### src/rtl/control_contador.sv
// control_contador -- run controller for a 4-bit enable-driven counter.
//
// Drives the counter's enable at a prescaled rate (one step per DIV clocks)
// from the accepted start until the counter output matches the latched target.
// It then pulses done for one cycle and returns to idle. It never loads or
// resets the counter; it only owns the enable line and watches the count.
//
// Parameters:
//   DIV      prescale ratio, 1..65535 (one count step per DIV clocks in RUN)
//
// Ports:
//   clk      rising-edge clock shared with the counter
//   rst      synchronous active-high reset
//   start    run request, honoured in IDLE only
//   limite   target count, latched when start is accepted
//   pausa    level; holds the run while high
//   abortar  cancels a run (RUN/PAUSE) without a done pulse
//   c        counter output fed back from the counter
//   paso     single-step request in PAUSE (only with CONTROL_CONTADOR_STEP_EN)
//   en       counter enable, decoded from registered state
//   busy     high in RUN or PAUSE
//   done     one-cycle completion pulse
//
// Build option: define CONTROL_CONTADOR_STEP_EN to add the paso input and
// single-step support while paused.

module control_contador #(
   parameter int DIV = 1
) (
   input  logic       clk,
   input  logic       rst,
   input  logic       start,
   input  logic [3:0] limite,
   input  logic       pausa,
   input  logic       abortar,
   input  logic [3:0] c,
`ifdef CONTROL_CONTADOR_STEP_EN
   input  logic       paso,
`endif
   output logic       en,
   output logic       busy,
   output logic       done
);

   localparam logic [15:0] DIV_M1 = 16'(DIV - 1);

   typedef enum logic [1:0] {
      IDLE  = 2'd0,
      RUN   = 2'd1,
      PAUSE = 2'd2,
      DONE  = 2'd3
   } state_t;

   state_t      state;
   logic [3:0]  lim_q;
   logic [15:0] pre_q;
   logic        tick;
   logic        at_lim;

   assign tick   = (pre_q == DIV_M1);
   assign at_lim = (c == lim_q);

   // Main controller. The prescaler only advances on edges where the FSM is
   // in RUN, so its phase is kept intact across a pause.
   always_ff @(posedge clk) begin
      if (rst) begin
         state <= IDLE;
         lim_q <= 4'd0;
         pre_q <= 16'd0;
      end else begin
         case (state)
            IDLE: begin
               if (start) begin
                  state <= RUN;
                  lim_q <= limite;
                  pre_q <= 16'd0;
               end
            end
            RUN: begin
               pre_q <= tick ? 16'd0 : pre_q + 16'd1;
               if (abortar)
                  state <= IDLE;
               else if (at_lim)
                  state <= DONE;
               else if (pausa)
                  state <= PAUSE;
            end
            PAUSE: begin
               if (abortar)
                  state <= IDLE;
               else if (!pausa)
                  state <= RUN;
            end
            DONE: begin
               state <= IDLE;
            end
            default: begin
               state <= IDLE;
            end
         endcase
      end
   end

`ifdef CONTROL_CONTADOR_STEP_EN
   // Single step: a rising edge of paso seen while paused arms step_q, which
   // issues exactly one enable cycle on the following clock.
   logic paso_d;
   logic step_q;

   always_ff @(posedge clk) begin
      if (rst) begin
         paso_d <= 1'b0;
         step_q <= 1'b0;
      end else begin
         paso_d <= paso;
         step_q <= (state == PAUSE) && paso && !paso_d;
      end
   end
`endif

   // Enable is gated by the live comparison so the step that lands on the
   // target drops en in the same cycle: no overshoot.
   always_comb begin
      en = 1'b0;
      if (state == RUN)
         en = tick && !at_lim;
`ifdef CONTROL_CONTADOR_STEP_EN
      else if (state == PAUSE)
         en = step_q && !at_lim;
`endif
   end

   assign busy = (state == RUN) || (state == PAUSE);
   assign done = (state == DONE);

endmodule

### config.mk
export PLATFORM = sky130hd
export DESIGN_NAME = control_contador
export DESIGN_NICKNAME = d
export VERILOG_FILES = /design/src/rtl/control_contador.sv
export SDC_FILE = /design/constraint.sdc
export NUM_CORES = 1
export LEC_CHECK = 0
export ABC_AREA = 0
export CORE_ASPECT_RATIO = 1.5
export CORE_UTILIZATION = 51
export CTS_CLUSTER_SIZE = 24
export DETAILED_ROUTE_END_ITERATION = 12
export PLACE_DENSITY_LB_ADDON = 0.25
export SLEW_MARGIN = 30
export SYNTH_ARGS = -nofsm -noshare
export SYNTH_HDL_FRONTEND = slang
export SYNTH_SLANG_ARGS = --single-unit
### constraint.sdc
create_clock -name clk -period 5.8 [get_ports clk]
set_clock_uncertainty 0.2 [all_clocks]
set_input_delay 1.16 -clock clk [delete_from_list [all_inputs] [get_ports clk]]
set_output_delay 1.16 -clock clk [all_outputs]
set_load 0.1 [all_outputs]
Yosys cells after proc, flatten, opt, wreduce, memory -nomap -nowiden. Cells that the tools add are included.

Bits of input ports: 13. Memories: 0. Output and inout port bits: 3. Memory bits (read-only): 0. Bits in latches: 0. Logic and storage cells: 31. Bits in registers: 22. Bits in writable memories: 0.

Reductions and logical operators: 9. $mul: 0. Bitwise gates (word level): 0. $lt $le $gt $ge: 0. Shifts and indexed selects: 0. Mux-type cells: 11. Div/mod/pow operators: 0. Add/subtract/negate cells: 1. Equal/unequal tests: 7.

Operator list (number): two-way mux 16 bit (2); case mux 16 bit (2 select lines) (1); adder 16 x 1 -> 16 bit (second input constant) (1); zero test 16 bit (1); two-way mux 2 bit (6); case mux 2 bit (4 select lines) (1); == test 2 bit (second input constant) (2); == test 4 bit (1); inequality test 4 bit (second input constant) (1); AND reduction 2 bit (2); inequality test 3 bit (second input constant) (1); AND reduction 3 bit (1); == test 2 x 1 -> 1 bit (second input constant) (1); zero test 2 bit (1); inequality test 2 bit (second input constant) (1); nonzero test 2 bit (1); logical AND 1 bit (1); zero test 1 bit (1); logical OR 1 bit (1); two-way mux 1 bit (1).

Longest topological paths before layout.
Depth after elaboration: 4. Mapped depth: 9. Gate-level depth less buffers: 6.

Worst setup path before layout. OpenSTA, ideal clock, no wires.

Path kind: input port to output port. Start: in c[3]. End: out en. Buffers on the path: 0. Path slack: 848 ps. Arrival: 3592 ps. Data required time: 4440 ps. Stages: 3. Path through: xor2_1 > nor4_1 > nor3b_1.

Word-level cells in the longest chain between the ends: 4.

Ends and longest elaborated chain: from (decl) (line 36) `input logic [3:0] c,`; == test 4 bit (line 61) `assign at_lim = (c == lim_q);`; zero test 1 bit (line 126) `en = tick && !at_lim;`; logical AND 1 bit (line 126); two-way mux 1 bit (line 125) `if (state == RUN)`; to (decl) (line 40) `output logic en,`.

Every way passes these cells.

Final worst setup path. Same ends and word-level chain as after synthesis.

==> summary.txt <==
Clock Path Buffers - 2
Worst Reg-to-Reg Cells - 6
Clk slew on worst S/H paths - 0.13 ns
ANT cells - 0
Fmax achieved - 215.1 MHz
GRT overflow - 0
Synth area leader - dfxtp_1
Placer Congestion - 0.8384
Die area - 2940 µm²
Non-Filler Instances - 219
Global Route Usage Sum - 26.61%
Mapped Nets - 194
Core area - 2505 µm²
Cell family with most CP delay - buffers and inverters
R2R Path Start - state[1]$_SDFFE_PP0P_
Area growth, synth to finish - 14.59%
Setup tns final - 0 ns
DIE WIDTH - 44.61 µm
CP Launch Type - input pin
CTS Hold Buffers Added - 0
Ys flop type - dfxtp_1
Distinct cells, synth - 40
CTS tree - built
CTS H-tree depth - 1
Cell depth of the worst setup path - 5
Slowest-stage cell, CP - clkdlybuf4s50_1
Crit path largest cell delay - 0.98 ns
Initial drt markers - 86
R2R Setup Slk - 3.27 ns
Synth async-reset ratio - 0%
Largest net degree at the start of global routing - 25
Post-cts gate resize count - 0
Placed cell count - 215
Vias - 1416
RSZ-0062 raised after global routing - false
Die height - 65.91 µm
Most frequent cells in the layout - nand2_1, dfxtp_1, nand3_1
CTS Buf Count - 3
Yosys warns - 0
Initial Utilization - 55.44%
Power per cell area - 261.8 nW/µm²
Power, Total - 0.0004167 W
Hold Crit Start - lim_q[0]$_SDFFE_PP0P_
Hold WC Path Type - reg2reg
First-pass GRT wire length - 5.789 mm
Leak - 0.5418 nW
Syn avg cell area - 7.982 µm²
Rel. slew slack - 35.29%
TritonRoute pass-1 iters - 6
CP most frequent cell - clkdlybuf4s50_1
Worst-path fanout max - 3
Clk sink count - 22
I/O Buffers - 15
Top cell type's share of synthesized area - 31.71%
Tmin final - 4.649 ns
Final Slew Violations - 0
Routed wire length - 3.449 mm
Post-Syn Area - 1389 µm²
Share of cells above drive strength 1 - 4.918%
Status - complete, no violations
Clock root cell - clkbuf_4
Top Ports - 16
DRC viols - 0
Initial antenna violation count - 0
Dpl hpwl - 2.355 mm
Fin crit share - 80.15%
Vias in the first global route - 1336
WHS Endpoint - lim_q[0]$_SDFFE_PP0P_
Top cells by area, synth - dfxtp_1, nand3_1, a31oi_1
Gate Count Post-Synth - 174
Final core occ - 63.54%
Min-Delay Path Depth - 2
Seq cells post-synth - 22
Post-DRT Antenna Nets - 0
Final setup viols - 0
Worst path cell trace - clkdlybuf4s50_1, xor2_1, nor4_1, nor3b_1, clkdlybuf4s50_1
Slew @ Worst Pin - 0.9676 ns
VDD IR max - 0.1555 mV
Rows - 22
Seq/Total Area, Yosys - 31.71%
Critical path class - in2out
Max Cap Viol - 0
CP required - 4.44 ns
Critical path endpoint category - output port
Vias per Instance - 6.466
Bufs and invs on worst path - 2
Crit path DAT - 3.29 ns
Final net count - 204
Clock Latency Late Sink - 0.32 ns
Postcts setup bufs - 0
Detailed-route wire length per cell - 15.75 µm
Hold Fails Final Rpt - 0
Post-synth EDFFs - 0
RR Endpoint - pre_q[14]$_SDFFE_PP0P_
[flip-flops by register name (all words and copies together) (netlist names)]
name,flops
pre_q,16
lim_q,4
state,2
[cell families after synthesis]
family	after synthesis	synth area share, %
and+or+nand+nor	92	38.29
buffers and inverters	16	5.135
xor gates and xnor gates	4	2.522
muxes	1	0.9908
adders and majority gates	7	6.306
DFF	22	31.71
AOI/OAI and AO/OA	32	15.05
[power breakdown]
group	switching, W	internal, W
clock	0.0000512	0.0000699
combinational	0.0000936	0.0000397
sequential	0.00000532	0.000157
total	0.000150	0.000267
[per-stage QoR]
step / instance area, µm² / setup slack [ns] / hold WS, ns
detailed placement: 1539 / 1.131 / 0.2705
CTS: 1592 / 1.134 / 0.2887
floorplan: 1389 / 0.8485 / 0.2478
global route: 1592 / 1.076 / 0.3067
finish: 1592 / 1.151 / 0.2841
global placement: 1539 / 1.180 / 0.2564
[synthesized netlist by cell type, types with 2 or more instances]
library cell and count:
nand4_1 13, and4_1 3, a21oi_1 8, a31oi_1 14, o211ai_1 2, nor2_1 4, xor2_1 4, nand2b_1 3
nor3_1 5, nor4_1 4, nand2_1 22, or4b_1 2, buf_2 6, nor2b_1 6, ha_1 7, nand3_1 18
inv_1 5, clkbuf_1 3, dfxtp_1 22, nand4bb_1 3
[final cells by class]
cell class / count / area [µm²]
clock inverters: 1 / 30.03
repair buffers: 16 / 157.7
clock buffers: 3 / 22.52
well taps: 36 / 45.04
fillers: 211 / 913.4
flip-flops and latches: 22 / 440.4
multi-input cells: 136 / 877.1
inverters: 5 / 18.77
[worst max-delay path by stage]
stage | from | endpoint | slack, ns
2_1_floorplan | c[3] | en | 0.85
3_3_place_gp | c[3] | en | 1.18
3_5_place_dp | c[3] | en | 1.13
4_1_cts | c[3] | en | 1.13
5_1_grt | c[3] | en | 1.08
6_report | c[3] | en | 1.15
[per-layer routing]
| layer | wire [µm] | GRT usage, % |
|---|---|---|
| met1 | 1370 | 28.55 |
| met5 | 0 | 0 |
| met2 | 1804 | 48.90 |
| met4 | 77 | 13.26 |
| met3 | 196 | 3.279 |
[worst reg2reg max path, cell delays in order (launching register included)]
cell and delay [ns]:
dfxtp_1 0.35, inv_1 0.13, ha_1 0.56, nor2b_1 0.37, and2_1 0.47, a41oi_1 0.18
a31oi_1 0.20
(Power assumes the default switching activity.)
